<file path="config.mk">
export PLATFORM = sky130hd
export DESIGN_NAME = sm83_ir_flat
export DESIGN_NICKNAME = d
export VERILOG_FILES = /design/src/rtl/sm83_pkg.sv /design/src/rtl/sm83_ir_if.sv /design/src/rtl/sm83_opclass.sv /design/src/rtl/sm83_ir.sv /design/src/flat_wrapper.sv
export SDC_FILE = /design/constraint.sdc
export NUM_CORES = 1
export LEC_CHECK = 0
export CORE_AREA = 4 4 49 62
export DETAILED_ROUTE_END_ITERATION = 6
export DIE_AREA = 0 0 53 66
export PLACE_DENSITY = 0.68
export SYNTH_ARGS = -nofsm -noshare
export SYNTH_HDL_FRONTEND = slang
export SYNTH_HIERARCHICAL = 1
export SYNTH_SLANG_ARGS = --single-unit
</file>
<file path="constraint.sdc">
create_clock -name clk -period 1.81 [get_ports clk]
set_input_delay 0.2715 -clock clk [delete_from_list [all_inputs] [get_ports clk]]
set_output_delay 0.2715 -clock clk [all_outputs]
set_load 0.02 [all_outputs]
</file>
<file path="src/rtl/sm83_pkg.sv">
// Shared SM83 definitions: data width, special opcodes and the IR fetch-state encoding.
package sm83_pkg;

    localparam int WORD_SIZE = 8;

    localparam logic [WORD_SIZE-1:0] OP_NOP       = 8'h00;
    localparam logic [WORD_SIZE-1:0] OP_HALT      = 8'h76;
    localparam logic [WORD_SIZE-1:0] OP_PREFIX_CB = 8'hCB;

    typedef enum logic [1:0] {
        RUN,
        HALT,
        INT
    } ir_state_t;

endpackage

</file>
<file path="src/rtl/sm83_ir_if.sv">
// Sequencer <-> instruction register bundle; master is the sequencer/decoder side, slave is sm83_ir.
interface sm83_ir_if;
    import sm83_pkg::*;

    logic [WORD_SIZE-1:0] data_in;
    logic                 ir_load;
    logic                 halt_exec;
    logic                 ime;
    logic                 irq_pending;
    logic                 int_done;
    logic [WORD_SIZE-1:0] opcode;
    logic                 bank_cb;
    logic                 in_halt;
    logic                 in_alu;
    logic                 in_int;
    logic                 pc_inhibit;

    modport master (
        output data_in, ir_load, halt_exec, ime, irq_pending, int_done,
        input  opcode, bank_cb, in_halt, in_alu, in_int, pc_inhibit
    );

    modport slave (
        input  data_in, ir_load, halt_exec, ime, irq_pending, int_done,
        output opcode, bank_cb, in_halt, in_alu, in_int, pc_inhibit
    );

endinterface

</file>
<file path="src/rtl/sm83_opclass.sv">
// Combinational opcode classifier for unprefixed bytes; shared with the instruction decoder.
module sm83_opclass
    import sm83_pkg::*;
(
    input  logic [WORD_SIZE-1:0] op,
    output logic                 is_alu,
    output logic                 is_prefix_cb
);

    // Register-operand ALU block (10xxxxxx) plus the immediate ALU forms (11xxx110).
    assign is_alu       = (op[7:6] == 2'b10) || (op[7:6] == 2'b11 && op[2:0] == 3'b110);
    assign is_prefix_cb = (op == OP_PREFIX_CB);

endmodule

</file>
<file path="src/rtl/sm83_ir.sv">
// SM83 instruction register: opcode latch, CB bank tracking, HALT and interrupt injection.
// Build option: define SM83_HALT_BUG_EN to model the HALT bug (PC not incremented after a skipped HALT).
module sm83_ir
    import sm83_pkg::*;
#(
    parameter logic [WORD_SIZE-1:0] RESET_OPCODE = OP_NOP
) (
    input  logic     clk,
    input  logic     reset_n,
    sm83_ir_if.slave bus
);

    ir_state_t            state;
    logic [WORD_SIZE-1:0] opcode_q;
    logic                 bank_cb_q;
    logic                 in_halt_q;
    logic                 in_alu_q;
    logic                 in_int_q;
    logic                 prefix_q;   // opcode_q is a CB prefix byte, not a CB second byte
    logic                 halt_bug;
    logic                 din_alu;
    logic                 din_cb;
    logic                 take_int;

    sm83_opclass u_opclass (
        .op          (bus.data_in),
        .is_alu      (din_alu),
        .is_prefix_cb(din_cb)
    );

    // The byte after a CB prefix can never be dispatched over.
    assign take_int = bus.ime && bus.irq_pending && !prefix_q;

    // NOTE: all state below uses non-blocking assignments so every register samples pre-edge values.
    always_ff @(posedge clk or negedge reset_n) begin
        if (!reset_n) begin
            state     <= RUN;
            opcode_q  <= RESET_OPCODE;
            bank_cb_q <= 1'b0;
            in_halt_q <= 1'b0;
            in_alu_q  <= 1'b0;
            in_int_q  <= 1'b0;
            prefix_q  <= (RESET_OPCODE == OP_PREFIX_CB);
        end else begin
            case (state)
                RUN: begin
                    if (bus.halt_exec) begin
                        if (bus.ime || !bus.irq_pending) begin
                            in_halt_q <= 1'b1;
                            state     <= HALT;
                        end
                    end else if (bus.ir_load) begin
                        if (take_int) begin
                            opcode_q  <= OP_NOP;
                            bank_cb_q <= 1'b0;
                            in_alu_q  <= 1'b0;
                            prefix_q  <= 1'b0;
                            in_int_q  <= 1'b1;
                            state     <= INT;
                        end else begin
                            opcode_q  <= bus.data_in;
                            bank_cb_q <= prefix_q;
                            in_alu_q  <= din_alu && !prefix_q;
                            prefix_q  <= din_cb && !prefix_q;
                        end
                    end
                end
                HALT: begin
                    if (bus.irq_pending) begin
                        in_halt_q <= 1'b0;
                        if (bus.ime) begin
                            opcode_q  <= OP_NOP;
                            bank_cb_q <= 1'b0;
                            in_alu_q  <= 1'b0;
                            prefix_q  <= 1'b0;
                            in_int_q  <= 1'b1;
                            state     <= INT;
                        end else begin
                            state <= RUN;
                        end
                    end
                end
                INT: begin
                    if (bus.int_done) begin
                        in_int_q <= 1'b0;
                        state    <= RUN;
                    end
                end
                default: state <= RUN;
            endcase
        end
    end

`ifdef SM83_HALT_BUG_EN
    always_ff @(posedge clk or negedge reset_n) begin
        if (!reset_n) begin
            halt_bug <= 1'b0;
        end else if (state == RUN) begin
            if (bus.halt_exec) begin
                if (!bus.ime && bus.irq_pending) halt_bug <= 1'b1;
            end else if (bus.ir_load) begin
                halt_bug <= 1'b0;
            end
        end
    end
`else
    assign halt_bug = 1'b0;
`endif

    assign bus.opcode     = opcode_q;
    assign bus.bank_cb    = bank_cb_q;
    assign bus.in_halt    = in_halt_q;
    assign bus.in_alu     = in_alu_q;
    assign bus.in_int     = in_int_q;
    assign bus.pc_inhibit = (state == INT) || (state == RUN && halt_bug);

endmodule

</file>
<file path="src/flat_wrapper.sv">
// flat-port wrapper written by rule: the top's interface ports become plain ports
module sm83_ir_flat import sm83_pkg::*;
#(
    parameter logic [WORD_SIZE-1:0] RESET_OPCODE = OP_NOP
)
  (clk, reset_n, bus_data_in, bus_ir_load, bus_halt_exec, bus_ime, bus_irq_pending, bus_int_done, bus_opcode, bus_bank_cb, bus_in_halt, bus_in_alu, bus_in_int, bus_pc_inhibit);
  sm83_ir_if bus_i ();
  input  logic clk;
  input  logic reset_n;
  input wire logic [$bits(bus_i.data_in)-1:0] bus_data_in;
  input wire logic [$bits(bus_i.ir_load)-1:0] bus_ir_load;
  input wire logic [$bits(bus_i.halt_exec)-1:0] bus_halt_exec;
  input wire logic [$bits(bus_i.ime)-1:0] bus_ime;
  input wire logic [$bits(bus_i.irq_pending)-1:0] bus_irq_pending;
  input wire logic [$bits(bus_i.int_done)-1:0] bus_int_done;
  output wire logic [$bits(bus_i.opcode)-1:0] bus_opcode;
  output wire logic [$bits(bus_i.bank_cb)-1:0] bus_bank_cb;
  output wire logic [$bits(bus_i.in_halt)-1:0] bus_in_halt;
  output wire logic [$bits(bus_i.in_alu)-1:0] bus_in_alu;
  output wire logic [$bits(bus_i.in_int)-1:0] bus_in_int;
  output wire logic [$bits(bus_i.pc_inhibit)-1:0] bus_pc_inhibit;
  assign bus_i.data_in = bus_data_in;
  assign bus_i.ir_load = bus_ir_load;
  assign bus_i.halt_exec = bus_halt_exec;
  assign bus_i.ime = bus_ime;
  assign bus_i.irq_pending = bus_irq_pending;
  assign bus_i.int_done = bus_int_done;
  assign bus_opcode = bus_i.opcode;
  assign bus_bank_cb = bus_i.bank_cb;
  assign bus_in_halt = bus_i.in_halt;
  assign bus_in_alu = bus_i.in_alu;
  assign bus_in_int = bus_i.in_int;
  assign bus_pc_inhibit = bus_i.pc_inhibit;
  sm83_ir #(.RESET_OPCODE(RESET_OPCODE)) u_core (.clk(clk), .reset_n(reset_n), .bus(bus_i));
endmodule
</file>
==> results of run 1 <==
## cells by family (layout without fill, tap and decap cells)
logic type,Yosys count,in the layout,share of synthesized area (%)
multiplexers,10,10,11.3
buffers and inverters,19,56,9.33
AO/OA/AOI/OAI,18,18,15.1
AND/OR/NAND/NOR,33,33,22.1
flip-flops,15,15,38.4
adder cells (fa/ha/maj),3,3,3.84
## metal layers
metal  vias up  part of all wire (%)
li1        427                     -
met5         -                     0
met1       390                    43
met2        19                    51
met4         0                  0.87
met3         2                   5.1
## cell type report
type	count	area share, %
repair buffers	39	26.2
flip-flops and latches	15	27.4
well taps	33	3.02
clock inverters	1	0.366
inverters	13	3.56
clock buffers	3	1.65
multi-input cells	64	37.8
## report_power, final
| group | switching, W | internal [W] |
|---|---|---|
| Combinational | 0.000607 | 0.000662 |
| Sequential | 0.0000799 | 0.000467 |
| Clock | 0.000107 | 0.0000819 |
| Total | 0.000793 | 0.00121 |
## synth_stat cells
| library cell | n |
|---|---|
| a31oi_1 | 1 |
| a221o_1 | 1 |
| a2111oi_2 | 1 |
| dfrtp_1 | 15 |
| a21boi_0 | 1 |
| buf_2 | 1 |
| nand3b_1 | 2 |
| a211oi_1 | 1 |
| nor4_2 | 1 |
| nand2b_1 | 2 |
| mux2i_1 | 8 |
| nand2_1 | 3 |
| nor2_1 | 1 |
| a21oi_1 | 4 |
| o221ai_1 | 1 |
| nor3_1 | 1 |
| buf_4 | 3 |
| nand2b_4 | 1 |
| o211ai_1 | 1 |
| nand4_1 | 1 |
| nand4b_1 | 2 |
| ha_1 | 3 |
| a2bb2oi_1 | 1 |
| or4_1 | 1 |
| a211oi_2 | 1 |
| nand3_1 | 10 |
| o22ai_1 | 1 |
| mux2_4 | 2 |
| a21boi_4 | 1 |
| and4b_1 | 3 |
| buf_6 | 1 |
| o22a_1 | 1 |
| nor2b_1 | 5 |
| o21ai_0 | 2 |
| clkbuf_1 | 1 |
| inv_1 | 13 |
## how the worst max path moves through the flow
stage                                 to  slack [ps]       startpoint
floorplan              u_core/bus.in_alu         190  u_core/state[0]
global placement         u_core/prefix_q          30  bus_irq_pending
detailed placement     u_core/bus.in_int          -1          bus_ime
CTS                      u_core/prefix_q         110  u_core/state[0]
global route        u_core/bus.opcode[6]          70  u_core/state[1]
finish                   u_core/prefix_q         200  u_core/state[0]
## sequential cells by signal, indices dropped and copies added (netlist names)
signal	cells
u_core/bus.in_halt	1
u_core/bus.bank_cb	1
u_core/bus.opcode	8
u_core/state	2
u_core/bus.in_alu	1
u_core/prefix_q	1
u_core/bus.in_int	1
## timing repair
item / 4_1_cts / 5_1_grt
pin swaps: 0 / 0
endpoints found under the hold margin: 0 / 0
resized for setup: 1 / 2
setup endpoints to repair: 1 / 1
## stage by stage
stage / total power [W] / instance area, µm² / hold slack [ps] / worst slack [ps] / std cells
final: 0.00200 / 1370 / 294 / 200 / 168
after detailed placement: 0.00183 / 1340 / 509 / -1.20 / 164
after CTS: 0.00202 / 1360 / 289 / 109 / 168
after global placement: 0.00180 / 1340 / 506 / 25.6 / 164
after floorplan: 0.00135 / 978 / -24.1 / 193 / 98
after global routing: 0.00216 / 1370 / 304 / 71.3 / 168
==> results.toml, run 1 <==
[clock_tree]
clock-root-buffer = "clkbuf_4"
cts_sinks = 15
clkLatencyLatePin_ps = 280
h-tree-depth = 1
numCtsBuffers = 3
clk_path_buf_depth = 2
cts_hold_buf = 0
clkTransAtPathRegs_ps = 90
cts_tree = "yes"
post-cts-setup-buffers = 0

[floorplanning]
core_um2 = 2430
io_pins = 28
row_count = 20
dieArea_um2 = 3500
fp.dieW_um = 53
die_h_um = 66
initial_utilization_pct = 40.3

[setup_path]
r2r_slack_ps = 200
slowest_delay_ps = 430
r2r_start = "u_core/state[0]"
r2r_cells = 5
path_buf_inv = 1
critPathSlowestCell = "dfrtp_1"
crit_type = "flop to flop"
crit_family = "flip-flops"
crit_fanout = 8
path_cells = "ha_2, a21boi_4, a211oi_2, buf_4, mux2_4"
critPathRequiredTime_ps = 1980
endpoint_kind = "flop"
r2r_end = "u_core/prefix_q"
cp.depth = 5
cp-start-kind = "flop"
arrival_ps = 1780

[timing]
slew-limit-headroom_pct = 77.7
finClkSkew_ps = 6.23
setup_tns_ps = 0
min_period_ps = 1610
setup_viol = 0
maxSlewViolCount = 0
worst_slew_pin_slew_ps = 333
fin_crit_sh_pct = 89.0
rsz0062_at_grt = "no"
hold_violations = 0
fmax_mhz = 621

[final_layout]
antenna_cells_inserted = 0
area_growth_pct = 39.9
finalCoreUtilization_pct = 56.4
layout.nets = 154
final_cell_mix = "clkdlybuf4s50_1, dfrtp_1, inv_1"
multi_input_area_um2 = 517
layout_commonest_cell = "clkdlybuf4s50_1"
drive_above_1_share_pct = 18.5
seq_area_um2 = 375
n_fill_cell = 232

[logic_synthesis]
synth_area_leader_cell = "dfrtp_1"
synthesis.area_um2 = 978
synthesis.nets = 116
synth_warnings = 6
synth_top_area_share_pct = 38.4
syn_avg_cell_area_um2 = 9.98
synth_area_leaders = "dfrtp_1, mux2i_1, nand3_1, inv_1, ha_1"
postSynthCellCount = 98
ys_ff_latch = 15
netlist-cell-type-count = 36
seq_area_frac_synth_pct = 38.4

[power_and_ir_drop]
powerDensity_nw_per_um2 = 1460
power.leakage_nw = 0.601
peakVddDrop_v = 0.000845

[global_route]
grt_use_total_pct = 14.3
antenna_found_initial = 0
overflow = 0
busiest_layer = "met2"
grtUsageMet1_pct = 16.2
met3_usage_pct = 2.71
grt_pass1_wl_um = 3730
grt_pass1_vias = 866
grt_util_met2_pct = 25.9
grt_max_degree = 16

[run_status]
status = "complete, no violations"

[detailed_routing]
wl_per_cell_um = 13.0
viasPerCell = 4.99
remaining_drc_errors = 0
dr.pass1.iters = 4
via_count = 838
drtIter0Drc = 15
wl_um = 2180
route.antenna.remaining_nets = 0

[hold_path]
min_path_type = "input port to asynchronous set/reset pin"

[job]
max-cap-violations = 0

[place]
gp_congestion = 0.800
dpl.hpwl_um = 1760
port_buffers = 27
No activity file was read; power rests on OpenSTA's default activity.
==> inputs of run 2 (changes only) <==
--- a/config.mk
+++ b/config.mk
@@ -6,6 +6,7 @@
 export NUM_CORES = 1
 export LEC_CHECK = 0
 export CORE_AREA = 4 4 49 62
+export CTS_CLUSTER_SIZE = 16
 export DETAILED_ROUTE_END_ITERATION = 6
 export DIE_AREA = 0 0 53 66
 export PLACE_DENSITY = 0.68
==> results of run 2 <==
No change in the layout: final DEF, timing and power equal those of run 1.
